==> config.mk <==
export PLATFORM = sky130hd
export DESIGN_NAME = registrador_pc
export DESIGN_NICKNAME = d
export VERILOG_FILES = /design/src/rtl/registrador_pc_pkg.sv /design/src/rtl/contador_fases.sv /design/src/rtl/registrador_pc.sv
export SDC_FILE = /design/constraint.sdc
export NUM_CORES = 1
export LEC_CHECK = 0
export CORE_MARGIN = 5
export CORE_UTILIZATION = 47
export DETAILED_ROUTE_END_ITERATION = 16
export HOLD_SLACK_MARGIN = 0.03
export PLACE_DENSITY_LB_ADDON = 0.15
export SLEW_MARGIN = 20
export SYNTH_ARGS = -nofsm -noshare
export SYNTH_HDL_FRONTEND = slang
export SYNTH_SLANG_ARGS = --single-unit
export TNS_END_PERCENT = 20
==> constraint.sdc <==
create_clock -name clock -period 5.9 [get_ports clock]
set_clock_uncertainty 0.2 [all_clocks]
set_input_delay 1.18 -clock clock [delete_from_list [all_inputs] [get_ports clock]]
set_output_delay 1.18 -clock clock [all_outputs]
set_load 0.01 [all_outputs]
==> src/rtl/registrador_pc_pkg.sv <==
// Shared core constants for the instruction-phase sequencing.
// The PC adder and the control unit import the same values, so all three
// blocks agree on the phase numbering and the legal address range.
package registrador_pc_pkg;

    localparam int FASES         = 10;   // cycles per instruction
    localparam int FASE_ATUALIZA = 9;    // phase in which the PC is written
    localparam int FASE_W        = 4;    // width of the phase counter
    localparam int MEM_PALAVRAS  = 256;  // instruction memory depth in words

    localparam logic [31:0]       PC_INICIAL     = 32'd0;
    localparam logic [FASE_W-1:0] FASE_ULTIMA    = FASE_W'(FASES - 1);
    localparam logic [FASE_W-1:0] FASE_ESCRITA   = FASE_W'(FASE_ATUALIZA);
    localparam logic [31:0]       LIMITE_MEMORIA = 32'(MEM_PALAVRAS);

    // True when a word address falls inside instruction memory.
    function automatic logic endereco_valido(input logic [31:0] endereco);
        return endereco < LIMITE_MEMORIA;
    endfunction

endpackage

==> src/rtl/contador_fases.sv <==
// Phase counter for the multi-cycle core.
// Counts 0..FASES-1 and wraps. It advances only while habilita is high.
// Ports:
//   clock    - system clock, rising edge
//   reset    - asynchronous, active-low; forces phase 0
//   habilita - advance one phase on this edge
//   fase     - current phase
//   inicio   - fase == 0 (fetch phase)
//   fim      - fase == FASE_ATUALIZA (PC-write phase)
module contador_fases
    import registrador_pc_pkg::*;
(
    input  logic              clock,
    input  logic              reset,
    input  logic              habilita,
    output logic [FASE_W-1:0] fase,
    output logic              inicio,
    output logic              fim
);

    logic [FASE_W-1:0] fase_q;

    always_ff @(posedge clock or negedge reset) begin
        if (!reset) begin
            fase_q <= '0;
        end else if (habilita) begin
            if (fase_q == FASE_ULTIMA) begin
                fase_q <= '0;
            end else begin
                fase_q <= fase_q + FASE_W'(1);
            end
        end
    end

    assign fase   = fase_q;
    assign inicio = (fase_q == '0);
    assign fim    = (fase_q == FASE_ESCRITA);

endmodule

==> src/rtl/registrador_pc.sv <==
// Program-counter register and instruction-phase sequencer.
// The block holds the current PC and steps through the phases of each
// instruction. In the update phase it loads one of three values: a live
// branch target, a previously latched branch target, or the adder's
// sequential address. An out-of-range next PC, or a halt request, stops
// the core until reset.
// Ports:
//   clock           - system clock, rising edge
//   reset           - asynchronous, active-low
//   endereco_soma   - estado_pc + 1 from the PC adder
//   desvio          - branch/jump taken pulse
//   endereco_desvio - branch/jump target, valid with desvio
//   stall           - freezes phase, PC and pending branch
//   halt            - halt request (sticky once accepted)
//   estado_pc       - current PC
//   fase            - current phase
//   busca           - fetch strobe
//   atualiza        - PC-write strobe
//   parado          - core halted (sticky)
//   erro_endereco   - out-of-range PC detected (sticky)
module registrador_pc
    import registrador_pc_pkg::*;
(
    input  logic        clock,
    input  logic        reset,
    input  logic [31:0] endereco_soma,
    input  logic        desvio,
    input  logic [31:0] endereco_desvio,
    input  logic        stall,
    input  logic        halt,
    output logic [31:0] estado_pc,
    output logic [3:0]  fase,
    output logic        busca,
    output logic        atualiza,
    output logic        parado,
    output logic        erro_endereco
);

    logic        ativo;
    logic        inicio;
    logic        fim;
    logic [31:0] pc_q;
    logic        pendente_q;
    logic [31:0] alvo_q;
    logic        parado_q;
    logic        erro_q;
    logic [31:0] proximo_pc;
    logic        proximo_valido;

    // Stall and halt both freeze all sequencing state.
    assign ativo = ~stall & ~parado_q;

    contador_fases u_contador_fases (
        .clock    (clock),
        .reset    (reset),
        .habilita (ativo),
        .fase     (fase),
        .inicio   (inicio),
        .fim      (fim)
    );

    assign busca    = inicio & ativo;
    assign atualiza = fim & ativo;

    // A branch raised during the update phase itself beats the latched one.
    always_comb begin
        proximo_pc = endereco_soma;
        if (desvio) begin
            proximo_pc = endereco_desvio;
        end else if (pendente_q) begin
            proximo_pc = alvo_q;
        end
    end

    assign proximo_valido = endereco_valido(proximo_pc);

    always_ff @(posedge clock or negedge reset) begin
        if (!reset) begin
            pc_q       <= PC_INICIAL;
            pendente_q <= 1'b0;
            parado_q   <= 1'b0;
            erro_q     <= 1'b0;
        end else if (ativo) begin
            if (fim) begin
                pendente_q <= 1'b0;
                if (proximo_valido) begin
                    pc_q <= proximo_pc;
                end else begin
                    // Keep the last good PC so software can see where it failed.
                    erro_q   <= 1'b1;
                    parado_q <= 1'b1;
                end
            end else if (desvio) begin
                pendente_q <= 1'b1;
            end
            // Halt on the update edge still lets that write complete.
            if (halt) begin
                parado_q <= 1'b1;
            end
        end
    end

    // The target is only meaningful while pendente_q is set, so it needs no reset.
    always_ff @(posedge clock) begin
        if (ativo && !fim && desvio) begin
            alvo_q <= endereco_desvio;
        end
    end

    assign estado_pc     = pc_q;
    assign parado        = parado_q;
    assign erro_endereco = erro_q;

endmodule

==> flow_metrics.py, run 1 <==
metrics = {
    "outcome": {
        "status": "complete, no violations",
    },
    "clock_tree": {
        "clkLatencyLatePin_ns": 0.33,
        "clock_sinks": 71,
        "cts-buffers-inserted": 9,
        "cts.htree.levels": 3,
        "cts.clk_slew.worst_paths_ns": 0.07,
        "cts_tree": "yes",
        "clockBufferDepth": 2,
        "cts-hold-fix-buffers": 0,
        "post_cts_buffers": 0,
        "cts_resized": 0,
        "cts_root_buf": "clkbuf_8",
    },
    "synthesis": {
        "syn-num-nets": 301,
        "syn-instance-count": 232,
        "ys_seq_area_share_pct": 66.0,
        "ys.warnings.count": 0,
        "synth_area_um2": 2940,
        "synth_seq_cells": 71,
        "ys_types": 32,
        "synth_edf_count": 32,
        "yosys.area.top_type_share_pct": 33.2,
        "ys.flop_type": "dfrtp_1",
        "yosys.area.top_type": "dfrtp_1",
        "async_flop_share_pct": 54.9,
        "ys_top_cells_by_area": "dfrtp_1, edfxtp_1, nor2b_1",
        "avgSynthCellArea_um2": 12.7,
    },
    "drt": {
        "routed_via_density": 5.15,
        "initialDrtViolationCount": 53,
        "first_pass_iters": 4,
        "ant_nets": 0,
        "drt_wl_total_mm": 7.21,
        "route.detailed.drc": 0,
        "wl_per_cell_um": 17.0,
        "via_count": 2182,
    },
    "place": {
        "post-place-cells": 408,
        "post-dp-hpwl_mm": 5.30,
        "place_area_um2": 4080,
        "io_buffers": 108,
        "gp_congestion": 0.804,
    },
    "floorplan": {
        "coreArea_um2": 5990,
        "die_area_um2": 7930,
        "die_h_um": 89.0,
        "fp.dieW_um": 89.0,
        "io_pins": 109,
        "initial_core_util_pct": 49.0,
        "rows": 28,
    },
    "power_and_ir_drop": {
        "power_density_nw_per_um2": 255,
        "leakagePower_nw": 1.72,
        "ir_drop_uv": 156,
    },
    "global_route": {
        "grt_pass1_vias": 2344,
        "grt_pass1_wl_mm": 11.1,
        "grt_max_degree": 40,
        "overflow": 0,
        "busiest_layer": "met2",
        "use_met1_pct": 23.9,
        "use_met3_pct": 6.08,
        "grt_usage_pct": 18.8,
        "antenna_found_initial": 0,
        "globalRouteMet2Util_pct": 29.4,
    },
    "critical_path": {
        "cp.required_ns": 4.52,
        "crit_path_max_fanout": 6,
        "critPathCaptureType": "output port",
        "arrival_ns": 3.12,
        "rr_endpoint": "estado_pc[0]$_DFFE_PN0P_",
        "criticalPathCategory": "input port to output port",
        "r2r_cells": 7,
        "reg2reg_slack_ns": 1.74,
        "r2r-start": "pendente_q$_DFFE_PN0P_",
        "worstSetupStartpointType": "input port",
    },
    "hold_path": {
        "min_path_type": "register to register",
        "holdPathEnd": "erro_endereco$_DFFE_PN0P_",
        "hold_depth": 1,
        "holdCritStartpoint": "erro_endereco$_DFFE_PN0P_",
    },
    "layout": {
        "fillers": 431,
        "n_antenna_cell": 0,
        "finalInstanceArea_um2": 4310,
        "drive_above_1_share_pct": 8.60,
        "fin_cells": 424,
        "synthToLayoutAreaGrowth_pct": 46.7,
        "finalNetCount": 413,
    },
    "sta": {
        "fin_crit_sh_pct": 76.2,
        "min_period_ns": 4.50,
        "hold_viol_final": 0,
        "setup_viol": 0,
        "setup-tns-final_ns": 0,
        "slew_violations": 0,
        "slew_headroom_pct": 27.7,
        "rsz0062_at_grt": "no",
        "worstMarginPinSlew_ns": 1.08,
        "fmax_mhz": 222,
    },
    "job": {
        "drv_cap": 0,
    },
}
power breakdown:
group	internal [W]	switching [W]
Clock	0.000235	0.000182
Sequential	0.000525	0.0000256
Combinational	0.0000775	0.0000529
state kept, by name (all words and copies together) (netlist names):
signal / cells
u_contador_fases.fase: 4
estado_pc: 32
parado: 1
pendente_q: 1
alvo_q: 32
erro_endereco: 1
per-layer routing:
metal	routed length, µm	share of wire (%)
met5	0	0
met3	693	9.6
met1	2930	41
met2	3480	48
met4	111	1.5
logic make-up after synthesis:
logic type,count (synthesis),synth area share [%]
compound gates,38,7.88
xor+xnor,2,0.597
buf+inv,11,2.17
flops,71,66.0
mux,16,5.79
simple gates,94,17.6
critical path, cell delays in order:
cell and delay [ns]:
clkdlybuf4s50_1 0.42, nor2_1 0.37, nand2_1 0.28, nor2_1 0.27, clkdlybuf4s50_1 0.60
worst max-delay path by stage:
| stage | to | slack, ns | from |
|---|---|---|---|
| 2_1_floorplan | alvo_q[0]$_DFFE_PP_ | 1.63 | desvio |
| 3_3_place_gp | estado_pc[15]$_DFFE_PN0P_ | 1.32 | desvio |
| 3_5_place_dp | estado_pc[20]$_DFFE_PN0P_ | 1.20 | desvio |
| 4_1_cts | atualiza | 1.36 | stall |
| 5_1_grt | atualiza | 1.24 | stall |
| 6_report | atualiza | 1.40 | stall |
final cells by class:
type	count	area, µm²	share of cell area (%)
timing repair buffer	111	1100	25.5
clock inverter	5	61.3	1.42
tap	75	93.8	2.18
inverter	1	3.75	0.0871
sequential	71	1940	45.0
clock buffer	11	163	3.78
multi-input combinational	150	951	22.1
Yosys cell counts, types with 2 or more instances:
cell	instances
dfrtp_1	39
mux2_2	2
a2111oi_0	2
nor3_1	3
mux2i_1	8
a31oi_1	2
buf_6	2
nor2b_1	27
a211oi_1	7
or2_2	3
mux2_1	6
nor4_1	11
nand2_1	14
nor4_2	3
nand3_1	2
clkbuf_1	2
buf_2	6
nor2_1	27
o21ai_0	11
edfxtp_1	32
a21oi_1	12
metrics by stage:
step	hold slack, ns	utilization (%)	setup slack [ns]	total power (W)
floorplan	0.304	-	1.63	0.000605
global placement	0.252	68.2	1.32	0.000690
detailed placement	0.257	68.2	1.20	0.000693
CTS	0.276	71.9	1.36	0.00111
global route	0.309	71.9	1.24	0.00114
finish	0.276	71.9	1.40	0.00110
cells in the final DEF, fill, tap and decap left out, drive strengths merged, types with 2 or more instances in the layout:
master and n:
clkdlybuf4s50 107, dfrtp 39, edfxtp 32, nor2 27, nor2b 27, nor4 15
nand2 14, a21oi 12, o21ai 11, clkbuf 11, mux2i 8, mux2 8
a211oi 7, buf 4, nor3 3, or2 3, a2111oi 3, inv 3
nand3 2, a31oi 2
No activity file was read; power rests on OpenSTA's default activity.
==> run 2, diff against run 1 <==
Settings changed: CORE_UTILIZATION 47 to 44.
Clock period 5.9 ns to 4.25 ns, I/O delays scaled along.
==> flow_metrics.py, run 2 (synthesized netlist as in run 1, its figures left out) <==
metrics = {
    "outcome": {
        "status": "complete, no violations",
    },
    "power_and_ir_drop": {
        "leakagePower_nw": 1.74,
        "power.internal_w": 0.00111,
        "power_w": 0.00146,
        "ir_drop_uv": 213,
        "power.switching_w": 0.000351,
        "comb_power_share_pct": 12.9,
        "seqPwrFrac_pct": 52.2,
        "power_density_nw_per_um2": 338,
        "p_clk_share_pct": 35.0,
        "swShare_pct": 24.1,
    },
    "clock_tree": {
        "cts_root_buf": "clkbuf_8",
        "clkLatencyLatePin_ns": 0.34,
        "clock_sinks": 71,
        "cts-hold-fix-buffers": 0,
        "post_cts_buffers": 0,
        "clockBufferDepth": 2,
        "cts_resized": 0,
        "cts_tree": "yes",
        "cts.htree.levels": 3,
        "cts-buffers-inserted": 9,
        "cts.clk_slew.worst_paths_ns": 0.07,
    },
    "sta": {
        "slew_headroom_pct": 44.6,
        "slew_violations": 0,
        "rsz0062_at_grt": "no",
        "min_period_ns": 3.57,
        "hold_viol_final": 0,
        "fmax_mhz": 280,
        "setup_viol": 0,
        "setup-tns-final_ns": 0,
        "fin_crit_sh_pct": 83.9,
        "worstMarginPinSlew_ns": 0.830,
    },
    "critical_path": {
        "crit_path_max_fanout": 23,
        "critPathCaptureType": "register",
        "startpoint": "desvio",
        "cp.required_ns": 4.27,
        "worstSetupStartpointType": "input port",
        "r2r-start": "pendente_q$_DFFE_PN0P_",
        "arrival_ns": 3.58,
        "criticalPathCategory": "input port to register",
    },
    "layout": {
        "synthToLayoutAreaGrowth_pct": 46.7,
        "drive_above_1_share_pct": 9.60,
        "finalInstanceArea_um2": 4310,
        "mostFrequentLayoutCell": "clkdlybuf4s50_1",
        "regArea_um2": 1940,
        "layout_common_cells": "clkdlybuf4s50_1, dfrtp_1, edfxtp_1, nor2_1, nor2b_1",
        "finalNetCount": 418,
        "n_antenna_cell": 0,
        "fillers": 515,
        "multi_input_area_um2": 951,
    },
    "floorplan": {
        "fp.dieW_um": 91.7,
        "io_pins": 109,
        "die_area_um2": 8410,
        "die_h_um": 91.7,
        "coreArea_um2": 6420,
        "initial_core_util_pct": 45.7,
        "rows": 29,
    },
    "drt": {
        "via_count": 2205,
        "initialDrtViolationCount": 95,
        "first_pass_iters": 4,
        "route.detailed.drc": 0,
        "drt_wl_total_mm": 7.07,
        "routed_via_density": 5.12,
        "ant_nets": 0,
        "wl_per_cell_um": 16.4,
    },
    "global_route": {
        "grt_max_degree": 40,
        "antenna_found_initial": 0,
        "grt_usage_pct": 17.4,
        "grt_pass1_wl_mm": 11.3,
        "overflow": 0,
        "grt_pass1_vias": 2300,
    },
    "hold_path": {
        "holdCritStartpoint": "erro_endereco$_DFFE_PN0P_",
        "min_path_type": "register to register",
    },
    "place": {
        "gp_congestion": 0.846,
        "post-dp-hpwl_mm": 5.23,
        "io_buffers": 108,
        "place_area_um2": 4120,
    },
    "job": {
        "drv_cap": 0,
    },
}
[run 2: cell types whose count changed in the layout (fill, tap and decap cells not counted), sizes merged]
| cell | change |
|---|---|
| buf | +5 |
| clkinv | +3 |
| clkinvlp | -1 |
| clkbuf | -2 |
[run 2: final cells by class]
type	count	share of cell area (%)
Sequential cell	71	44.9
Timing Repair Buffer	116	26.4
Multi-Input combinational cell	150	22.1
Clock buffer	9	2.87
Tap cell	77	2.24
Clock inverter	7	1.42
Inverter	1	0.0871
[run 2: worst max-delay path: stages]
cell	delay, ns
clkdlybuf4s50_1	0.44
buf_4	0.21
nor4b_1	0.43
nor3_1	0.11
a2111oi_1	0.53
nand3_1	0.27
nor4_4	0.18
buf_4	0.21
buf_4	0.27
nor2b_1	0.08
[run 2: path summary, 6_finish.rpt]
path | endpoint | slack [ns] | cells past startpoint
max | estado_pc[22]$_DFFE_PN0P_ | 0.68 | 10
min reg2reg | erro_endereco$_DFFE_PN0P_ | 0.28 | 1
min in group asynchronous | estado_pc[30]$_DFFE_PN0P_ | 0.41 | 1
max in group asynchronous | estado_pc[20]$_DFFE_PN0P_ | 2.92 | 1
max reg2reg | estado_pc[22]$_DFFE_PN0P_ | 1.14 | 9
min | erro_endereco$_DFFE_PN0P_ | 0.28 | 1
[run 2: routing by layer]
| metal | vias to the layer above | GRT usage (%) | share of wire, % |
|---|---|---|---|
| met3 | 13 | 7.69 | 8.4 |
| met1 | 1037 | 21.5 | 44 |
| met5 | - | 0 | 0 |
| met2 | 80 | 26.9 | 46 |
| met4 | 0 | 6.81 | 2.0 |
| li1 | 1075 | - | - |
[run 2: power by group through the flow]
stage / Combinational, W / Clock [W] / Sequential [W]
after CTS: 0.000190 / 0.000523 / 0.000760
final: 0.000187 / 0.000509 / 0.000760
after detailed placement: 0.000189 / 0 / 0.000775
after global placement: 0.000187 / 0 / 0.000774
after global routing: 0.000202 / 0.000561 / 0.000762
after floorplan: 0.0000740 / 0 / 0.000766
[run 2: metrics by stage]
step / setup slack (ns) / hold slack [ns] / std cells / util, %
final: 0.685 / 0.278 / 431 / 67.1
after global routing: 0.573 / 0.297 / 431 / 67.1
after CTS: 0.670 / 0.275 / 431 / 67.1
after detailed placement: 0.375 / 0.260 / 415 / 64.2
after global placement: 0.407 / 0.249 / 415 / 64.2
after floorplan: 0.314 / 0.304 / 232 / -
==> run 3, diff against run 2 <==
Clock period 4.25 ns to 3.5 ns, I/O delays scaled along.
==> flow_metrics.py, run 3 (synthesized netlist as in run 1, its figures left out) <==
metrics = {
    "critical_path": {
        "crit_chain": "clkdlybuf4s50_1 > buf_4 > nor4_1 > a21oi_1 > nor4_1 > a31oi_1 > nor4_4 > buf_12 > mux2_2",
        "critical-path-slowest-cell": "clkdlybuf4s50_1",
        "criticalPathCategory": "input port to register",
        "cp.depth": 9,
        "cpLargestDelayFamily": "simple AND/OR/NAND/NOR gates",
        "r2r-start": "pendente_q$_DFFE_PN0P_",
        "reg2reg_slack_ns": 0.50,
        "crit_top_cell": "nor4_1",
        "cp_num_buf_inv": 3,
        "r2r_cells": 8,
        "cp.required_ns": 3.52,
        "worstSetupStartpointType": "input port",
        "rr_endpoint": "estado_pc[0]$_DFFE_PN0P_",
        "crit_path_max_fanout": 11,
        "cpPeakStageDelay_ns": 0.45,
        "arrival_ns": 3.26,
        "critPathCaptureType": "register",
    },
    "place": {
        "io_buffers": 108,
        "post-dp-hpwl_mm": 5.42,
        "gp_congestion": 0.809,
        "post-place-cells": 420,
        "pre_cts_slack_ns": -0.0819,
        "place_area_um2": 4170,
    },
    "layout": {
        "mostFrequentLayoutCell": "clkdlybuf4s50_1",
        "drive_above_1_share_pct": 10.9,
        "layout_common_cells": "clkdlybuf4s50_1, dfrtp_1, edfxtp_1, nor2_1, nor2b_1",
        "finalInstanceArea_um2": 4400,
        "synthToLayoutAreaGrowth_pct": 49.7,
        "fillers": 483,
        "n_antenna_cell": 0,
        "finalNetCount": 423,
        "fin_cells": 436,
    },
    "drt": {
        "ant_nets": 0,
        "route.detailed.drc": 0,
        "wl_per_cell_um": 16.8,
        "via_count": 2215,
        "first_pass_iters": 4,
        "routed_via_density": 5.08,
        "initialDrtViolationCount": 93,
        "drt_wl_total_mm": 7.33,
    },
    "sta": {
        "fin_ws_ns": 0.258,
        "fin_crit_sh_pct": 92.6,
        "slew_headroom_pct": 44.3,
        "setup_viol": 0,
        "slew_violations": 0,
        "worstMarginPinSlew_ns": 0.835,
        "rsz0062_at_grt": "no",
        "fmax_mhz": 308,
        "min_period_ns": 3.24,
        "setup-tns-final_ns": 0,
        "hold_viol_final": 0,
        "timing.hold.ws_ns": 0.264,
    },
    "floorplan": {
        "die_h_um": 91.7,
        "die_area_um2": 8410,
        "coreArea_um2": 6420,
        "io_pins": 109,
        "rows": 29,
        "fp.dieW_um": 91.7,
        "initial_core_util_pct": 45.7,
    },
    "hold_path": {
        "min_path_type": "input port to async pin",
    },
    "clock_tree": {
        "cts_resized": 0,
        "cts-hold-fix-buffers": 0,
        "clkLatencyLatePin_ns": 0.33,
        "clockBufferDepth": 2,
        "cts-buffers-inserted": 9,
        "clock_sinks": 71,
        "cts.clk_slew.worst_paths_ns": 0.08,
        "cts.htree.levels": 3,
        "cts_root_buf": "clkbuf_8",
        "cts_tree": "yes",
        "post_cts_buffers": 0,
    },
    "global_route": {
        "overflow": 0,
        "antenna_found_initial": 0,
        "grt_pass1_vias": 2457,
        "grt_max_degree": 40,
        "grt_usage_pct": 18.3,
        "grt_pass1_wl_mm": 12.2,
    },
    "outcome": {
        "status": "complete, no violations",
    },
    "power_and_ir_drop": {
        "ir_drop_uv": 274,
        "power_density_nw_per_um2": 424,
        "leakagePower_nw": 1.78,
    },
    "job": {
        "drv_cap": 0,
    },
}
run 3: power breakdown:
part	leakage (nW)	internal (W)	switching (W)
registers	0.815	0.000886	0.0000359
clock network	0.114	0.000397	0.000312
logic	0.848	0.000136	0.0000984
run 3: layout make-up:
type                    count  area (µm²)  area share [%]
flip-flops and latches     71        1940            44.1
repair buffers            121        1190            27.0
multi-input cells         150         951            21.6
clock buffers              11         163            3.70
well taps                  77        96.3            2.19
clock inverters             5        60.1            1.37
inverters                   1        3.75          0.0854
run 3: how the worst max path moves through the flow:
stage                      start  slack [ns]                  endpoint
final                     desvio        0.26  estado_pc[0]$_DFFE_PN0P_
after global routing      desvio        0.11  estado_pc[0]$_DFFE_PN0P_
after CTS                  stall        0.26                  atualiza
after detailed placement  desvio       -0.08  estado_pc[1]$_DFFE_PN0P_
after global placement    desvio        0.01  estado_pc[0]$_DFFE_PN0P_
after floorplan           desvio        0.36       alvo_q[0]$_DFFE_PP_
run 3: through the flow:
step                      total power [W]  util [%]
after CTS                         0.00189      68.5
after global placement            0.00117      65.0
after floorplan                   0.00102         -
after detailed placement          0.00117      65.0
after global routing              0.00194      68.5
final                             0.00187      68.5
run 3: routing by layer:
metal	vias up	GRT usage (%)	part of all wire [%]
li1	1085	-	-
met1	1042	23.7	44
met2	80	29.6	47
met3	8	4.83	7.7
met4	0	6.68	1.1
met5	-	0	0
